File: src/rtl/box_catch_inventory.sv
// Player-side catch detector and box inventory: pulses box_caught back to the spawner,
// counts carried boxes up to CAPACITY and banks them into score inside the drop zone.
module box_catch_inventory #(
  parameter logic [2:0] CAPACITY       = 3'd3,
  parameter logic [7:0] CATCH_COOLDOWN = 8'd10,
  parameter logic [9:0] DROP_X_MAX     = 10'd60,
  parameter logic [7:0] DEPOSIT_CYCLES = 8'd15
) (
  input  logic        clk,
  input  logic        rst,
  input  logic        game_en,
  input  logic        box_active,
  input  logic [9:0]  box_x_pos,
  input  logic [9:0]  box_y_pos,
  input  logic [9:0]  box_width,
  input  logic [9:0]  box_height,
  input  logic [9:0]  player_x,
  input  logic [9:0]  player_y,
  input  logic [9:0]  player_w,
  input  logic [9:0]  player_h,
  output logic        box_caught,
  output logic        player_is_holding_box,
  output logic [2:0]  held_count,
  output logic [15:0] score,
  output logic        deposit_pulse
);

  typedef enum logic [1:0] {
    S_READY    = 2'd0,
    S_CAUGHT   = 2'd1,
    S_COOLDOWN = 2'd2
  } state_t;

  state_t     state;
  logic [7:0] cooldown;
  logic [7:0] dwell;

  // Edge sums widened to 11 bits so boxes near the right/bottom border cannot wrap.
  logic [10:0] player_right, player_bottom, box_right, box_bottom;
  logic        hit, full, in_zone, deposit_now, catch_now;

  assign player_right  = {1'b0, player_x}  + {1'b0, player_w};
  assign player_bottom = {1'b0, player_y}  + {1'b0, player_h};
  assign box_right     = {1'b0, box_x_pos} + {1'b0, box_width};
  assign box_bottom    = {1'b0, box_y_pos} + {1'b0, box_height};

  assign hit = box_active
            && ({1'b0, box_x_pos} < player_right)
            && ({1'b0, player_x}  < box_right)
            && ({1'b0, box_y_pos} < player_bottom)
            && ({1'b0, player_y}  < box_bottom);

  assign full                  = (held_count == CAPACITY);
  assign player_is_holding_box = full;
  assign in_zone               = (player_x < DROP_X_MAX) && (held_count != 3'd0);
  assign deposit_now           = in_zone && (dwell == DEPOSIT_CYCLES - 8'd1);
  assign catch_now             = (state == S_READY) && hit && !full;

  always_ff @(posedge clk or negedge rst) begin
    if (!rst) begin
      state         <= S_READY;
      cooldown      <= 8'd0;
      dwell         <= 8'd0;
      held_count    <= 3'd0;
      score         <= 16'd0;
      box_caught    <= 1'b0;
      deposit_pulse <= 1'b0;
    end else if (!game_en) begin
      box_caught    <= 1'b0;
      deposit_pulse <= 1'b0;
    end else begin
      box_caught    <= catch_now;
      deposit_pulse <= deposit_now;

      case (state)
        S_READY: begin
          if (catch_now) state <= S_CAUGHT;
        end
        S_CAUGHT: begin
          cooldown <= 8'd0;
          state    <= S_COOLDOWN;
        end
        S_COOLDOWN: begin
          // Counter parks at the limit until the spawner has dropped the box.
          if (cooldown == CATCH_COOLDOWN) begin
            if (!box_active) state <= S_READY;
          end else begin
            cooldown <= cooldown + 8'd1;
          end
        end
        default: state <= S_READY;
      endcase

      // Catch and deposit may land on the same edge; both apply.
      held_count <= held_count + {2'b00, catch_now} - {2'b00, deposit_now};
      if (deposit_now && (score != 16'hFFFF)) score <= score + 16'd1;
      dwell <= (in_zone && !deposit_now) ? dwell + 8'd1 : 8'd0;
    end
  end

endmodule

File: config.mk
export PLATFORM = sky130hd
export DESIGN_NAME = box_catch_inventory
export DESIGN_NICKNAME = d
export VERILOG_FILES = /design/src/rtl/box_catch_inventory.sv
export SDC_FILE = /design/constraint.sdc
export NUM_CORES = 1
export LEC_CHECK = 0
export BUFFER_PORTS_ARGS = -buffer_cell sky130_fd_sc_hd__buf_2
export CAP_MARGIN = 20
export CORE_ASPECT_RATIO = 1.2
export CORE_MARGIN = 4
export CORE_UTILIZATION = 50
export CTS_BUF_LIST = sky130_fd_sc_hd__clkbuf_16
export DETAILED_ROUTE_END_ITERATION = 16
export PLACE_DENSITY = 0.84
export SLEW_MARGIN = 20
export SYNTH_ARGS = -nofsm -noshare
export SYNTH_HDL_FRONTEND = slang
export SYNTH_SLANG_ARGS = --single-unit
File: constraint.sdc
create_clock -name clk -period 2.9 [get_ports clk]
set_clock_uncertainty 0.15 [all_clocks]
set_input_delay 0 -clock clk [delete_from_list [all_inputs] [get_ports clk]]
set_output_delay 0 -clock clk [all_outputs]
set_load 0.02 [all_outputs]
==> Yosys cells after proc, flatten, opt, wreduce, memory -nomap -nowiden <==
Index checks and enable logic that the tools add are counted.
{ "word_totals": {"register_bits": 39, "input_bits": 84, "out_inout_bits": 22, "wordCells": 58} }
{ "op_classes": {"n_addsub": 9, "n_lt_le_gt_ge": 5, "eq_ne": 10, "muxes": 9, "n_reduce_logical": 18} }
{ "op_table": {"columns": ["operator", "n"], "rows": [
  ["10-bit by 10-bit adder with 11-bit output", 4],
  ["10-bit by 11-bit < comparator with 1-bit output", 4],
  ["16-bit by 1-bit adder with 16-bit output, second input constant", 1],
  ["8-bit by 1-bit adder with 8-bit output, second input constant", 2],
  ["8-bit by 4-bit equality test with 1-bit output, second input constant", 2],
  ["8-bit 2-to-1 mux", 2],
  ["16-bit inequality test, second input constant", 1],
  ["8-bit one-hot mux with 2 select lines", 1],
  ["1-bit logical AND", 10],
  ["10-bit by 6-bit < comparator with 1-bit output, second input constant", 1],
  ["2-bit inequality test, second input constant", 4],
  ["2-bit 2-to-1 mux", 3],
  ["2-bit one-hot mux with 3 select lines", 1],
  ["4-bit AND reduction", 1],
  ["3-bit by 1-bit adder with 3-bit output", 1],
  ["3-bit by 2-bit equality test with 1-bit output, second input constant", 1],
  ["3-bit AND reduction", 1],
  ["3-bit nonzero test", 1],
  ["3-bit by 1-bit subtractor with 3-bit output", 1],
  ["2-bit by 1-bit equality test with 1-bit output, second input constant", 1],
  ["2-bit equality test, second input constant", 1],
  ["1-bit logical NOT", 2],
  ["2-bit logical NOT", 1],
  ["1-bit 2-to-1 mux", 2],
  ["2 further kinds", 2]
]} }

==> Depth between registers and ports, before layout <==
{ "depth": {"ltp_word": 10, "ltp_mapped": 21} }

==> Worst setup path after synthesis <==
Ideal clock, no wire load.
{ "synth_path": {"kind": "in2reg", "start": "input player_x[0]", "end": "register held_count[2]", "setup_ps": 131, "arrival_ps": 3816, "required_time_ps": 2619, "path_slack_ps": -1197, "stages": 21, "n_path_buf": 0, "cell_sequence": "ha_1 -> fa_1 -> a211o_1 -> o211ai_1 -> a21oi_1 -> a21oi_1 -> xor2_1 -> ha_1 -> a2111oi_0 -> o21ai_0 -> a21oi_1 -> nor3_1 -> a31oi_1 -> nand3_1 -> ha_1 -> inv_1 -> ha_1 -> fa_1 -> xnor2_1 -> nand2_1 -> xnor2_1"} }
{ "synth_via": {"elab_chain_len": 10, "elab_cells_between_ends": 14, "classes_between": "add/sub: 3; order compare: 3; reduce/logical: 8"} }
{ "synth_rtl": {"columns": ["item", "line", "source"], "rows": [
  ["start, declared", "17", "input logic [9:0] player_x,"],
  ["10-bit by 10-bit adder with 11-bit output", "42", "assign player_right = {1'b0, player_x} + {1'b0, player_w};"],
  ["10-bit by 11-bit < comparator with 1-bit output", "48", "&& ({1'b0, box_x_pos} < player_right)"],
  ["1-bit logical AND", "48", null],
  ["1-bit logical AND", "49", "&& ({1'b0, player_x} < box_right)"],
  ["1-bit logical AND", "50", "&& ({1'b0, box_y_pos} < player_bottom)"],
  ["1-bit logical AND", "51", "&& ({1'b0, player_y} < box_bottom);"],
  ["1-bit logical AND (2 in a row)", "57", "assign catch_now = (state == S_READY) && hit && !full;"],
  ["3-bit by 1-bit adder with 3-bit output", "95", "held_count <= held_count + {2'b00, catch_now} - {2'b00, deposit_now};"],
  ["3-bit by 1-bit subtractor with 3-bit output *", "95", null],
  ["end signal, assigned", "95", null],
  ["end, declared", "23", "output logic [2:0] held_count,"]
]} }
Mark *: on every way between the ends. The rest lies on a longest branch, timed or not.
A chain may end at the register's enable or synchronous reset.

==> Worst setup path in the final report <==
{ "layout_path": {"start": "input box_x_pos[0]", "end": "register held_count[2]"} }
{ "layout_via": {"elab_chain_len": 9, "elab_cells_between_ends": 11, "classes_between": "add/sub: 3; order compare: 2; reduce/logical: 6"} }
{ "layout_rtl": {"columns": ["item", "line", "source"], "rows": [
  ["start, declared", "13", "input logic [9:0] box_x_pos,"],
  ["10-bit by 10-bit adder with 11-bit output / 10-bit by 11-bit < comparator with 1-bit output (equally long branches)", "44, 48", null],
  ["10-bit by 11-bit < comparator with 1-bit output / 1-bit logical AND (equally long branches)", "49, 48", null],
  ["1-bit logical AND *", "49", null],
  ["1-bit logical AND *", "50", null],
  ["1-bit logical AND *", "51", null],
  ["1-bit logical AND * (2 in a row)", "57", null],
  ["3-bit by 1-bit adder with 3-bit output *", "95", null],
  ["3-bit by 1-bit subtractor with 3-bit output *", "95", null]
]} }
Marks and branches as above.

==> results.py <==
metrics = {
    "sta": {
        "fin_crit_sh_pct": 136.6,
        "relSlewSlack_pct": 42.86,
        "rsz0062_at_grt": "true",
        "fin_ws_ns": -1.061,
        "clock.fmax_mhz": 252.5,
        "whs_ns": 0.1890,
        "tightest_slew_ns": 0.8571,
        "slew_violations": 0,
        "fin_setup_tns_ns": -2.747,
        "hold_viol_final": 0,
        "setup_viol": 5,
        "period_minus_slack_ns": 3.961,
    },
    "yosys": {
        "synth_most_common_cell": "ha_1",
        "ys_seq_elements": 39,
        "synthCells": 493,
        "ys.warnings.count": 0,
        "synth_top_area_cell": "ha_1",
        "yosysSeqAreaShare_pct": 22.08,
        "postSynthAreaPerCell_um2": 8.967,
        "synthFlopType": "dfrtp_1",
        "ys_top_cells_by_count": "ha_1 (83), dfrtp_1 (39), nor2_1 (34)",
        "synth_cell_types": 64,
        "synth_top_area_share_pct": 23.49,
        "netlist_area_um2": 4420,
        "synth-edff-count": 0,
        "async_flop_share_pct": 100.0,
        "synth_nets": 665,
        "yosys-top-cells-area": "ha_1 (23%), dfrtp_1 (22%), xor2_1 (5.2%)",
    },
    "global_routing": {
        "grt_pass1_wl_mm": 22.01,
        "grt_overflow": 0,
        "grt_max_degree": 40,
        "grt.total_usage_pct": 25.32,
        "grt_pass1_vias": 5133,
        "grt_antenna_before_repair": 0,
    },
    "routing": {
        "drc": 0,
        "drt_iter0_markers": 206,
        "ant_nets": 0,
        "post_drt_via_cell_ratio": 5.720,
        "routed_wl_mm": 13.59,
        "drt-pass1-iter-count": 6,
        "vias": 4765,
        "wl_per_cell_um": 16.32,
    },
    "pwr": {
        "power.leakage_nw": 3.266,
        "p_per_area_nw_per_um2": 400.4,
        "peakVddDrop_v": 0.0002242,
        "power_mw": 2.544,
    },
    "placed_design": {
        "hpwl_mm": 10.44,
        "placed_area_um2": 5856,
        "gp_congestion": 0.8748,
        "dpl.cell_count": 810,
        "numPortBuffers": 105,
        "pre_cts_slack_ns": -1.451,
    },
    "cells_and_area": {
        "regArea_um2": 975.9,
        "diodes": 0,
        "final_area_um2": 6355,
        "fill_cells": 592,
        "layout-area-overhead-vs-synth_pct": 43.76,
        "nets": 887,
        "stdcell_count": 833,
        "drive_gt1_share_pct": 38.27,
        "multi_input_area_um2": 3521,
        "postLayoutCoreUtil_pct": 73.80,
    },
    "die": {
        "core_region_area_um2": 8611,
        "placementRows": 37,
        "dieArea_um2": 10420,
        "fp.dieW_um": 93.84,
        "start_util_pct": 51.34,
        "die_y_um": 111,
        "pin_count": 106,
    },
    "setup_path": {
        "worstSetupStartpointType": "input pin",
        "critical_path_arrival_ns": 3.97,
        "criticalPathCategory": "in2reg",
        "cp_max_fo": 2,
        "required_ns": 2.91,
        "end_kind": "flip-flop",
        "reg2reg_depth": 12,
    },
    "min_path": {
        "min_path_type": "in2reg",
        "hold_path_depth": 5,
    },
    "clock_tree": {
        "clock_path_buffers": 2,
        "cts.sinks": 39,
        "cts_inserted_buffers": 5,
        "h-tree-depth": 2,
        "clk_pin_slew_worst_paths_ns": 0.06,
        "cts_tree": "built",
        "worstSkewPairLatency_ns": 0.28,
        "cts-root-buf": "clkbuf_16",
    },
    "outcome": {
        "outcome": "complete, but fails checks",
        "violations": "negative setup slack",
    },
    "run": {
        "cap_violations": 0,
    },
}
[critical path: stages]
cell and delay, ns:
buf_8 0.10, ha_4 0.15, fa_2 0.34, a211o_1 0.29, a211oi_2 0.20, o21bai_1 0.12
a21oi_1 0.20, xor2_1 0.19, ha_1 0.28, a211oi_2 0.25, o21a_1 0.17, o21ai_2 0.06
a31o_2 0.22, nand3_2 0.08, nand3_2 0.12, ha_4 0.30, inv_4 0.03, ha_4 0.14
fa_2 0.34, xnor2_1 0.13, nand2_1 0.08, xnor2_1 0.14
[worst paths after layout]
path | to | slack [ns] | start
max in group asynchronous | state[0] | 1.84 | rst
max reg2reg | held_count[2] | 0.14 | state[0]
min reg2reg | score[9] | 0.35 | score[9]
min in group asynchronous | held_count[2] | 0.22 | rst
min | deposit_pulse | 0.19 | player_x[6]
max | held_count[2] | -1.06 | box_x_pos[0]
[report_power, final]
| group | internal (mW) | total, mW | switching [mW] | leakage (nW) |
|---|---|---|---|---|
| clock | 0.405 | 0.621 | 0.215 | 0.0838 |
| sequential | 0.606 | 0.665 | 0.0590 | 0.526 |
| combinational | 0.632 | 1.26 | 0.628 | 2.66 |
| total | 1.64 | 2.54 | 0.902 | 3.27 |
[sequential cells by signal, indices dropped and copies added (netlist names)]
name,flops
deposit_pulse,1
state,2
score,16
box_caught,1
dwell,8
held_count,3
cooldown,8
[placed cells by master, fill, tap and decap left out, types with 4 or more instances in the layout]
master,n
buf_4,111
buf_2,99
ha_1,76
dfrtp_1,39
nor2_1,34
nand2_1,33
a21oi_1,28
xor2_1,26
xnor2_1,23
inv_1,22
o21ai_0,21
nand4_1,13
nand2b_1,10
o21a_1,10
a21o_1,10
o21ai_1,7
nand3_1,7
and3_1,6
or3_1,6
ha_4,6
o211a_1,5
nor2_2,5
clkbuf_16,5
dlygate4sd3_1,5
buf_6,5
a211oi_1,4
a211oi_2,4
o21bai_1,4
a31oi_1,4
o211ai_1,4
nor3_1,4
nor2b_1,4
a21oi_2,4
and2_1,4
fa_2,4
[cell families (layout without fill, tap and decap cells)]
kind of cell	Yosys count	count (layout)	share of synthesized area [%]
compound gates	132	132	20.15
simple gates	150	150	18.37
flops	39	39	22.08
xor+xnor	49	49	9.708
buf+inv	30	253	2.745
mux	5	5	1.189
fa+ha+maj	88	88	25.76
[layer usage]
metal	track usage, %	share of wire [%]	up-vias
met1	27.66	37	2272
met3	4.141	5.3	42
met5	0	0	-
met2	47.23	54	176
li1	-	-	2275
met4	10.21	3.4	0
[cell type report]
cell class	count	area share, %
multi-input combinational	424	55.40
timing repair buffer	221	22.82
sequential	39	15.36
tap	117	2.304
clock buffer	5	1.969
inverter	24	1.457
clock inverter	3	0.6891
[repair_timing]
action / 4_1_cts / 5_1_grt
setup endpoints to repair: 5 / 5
pin swaps: 36 / 20
hold endpoints to repair: 44 / 0
hold buffers: 5 / 0
gates resized for setup: 22 / 24
setup buffers: 9 / 6
(Power assumes the default switching activity.)
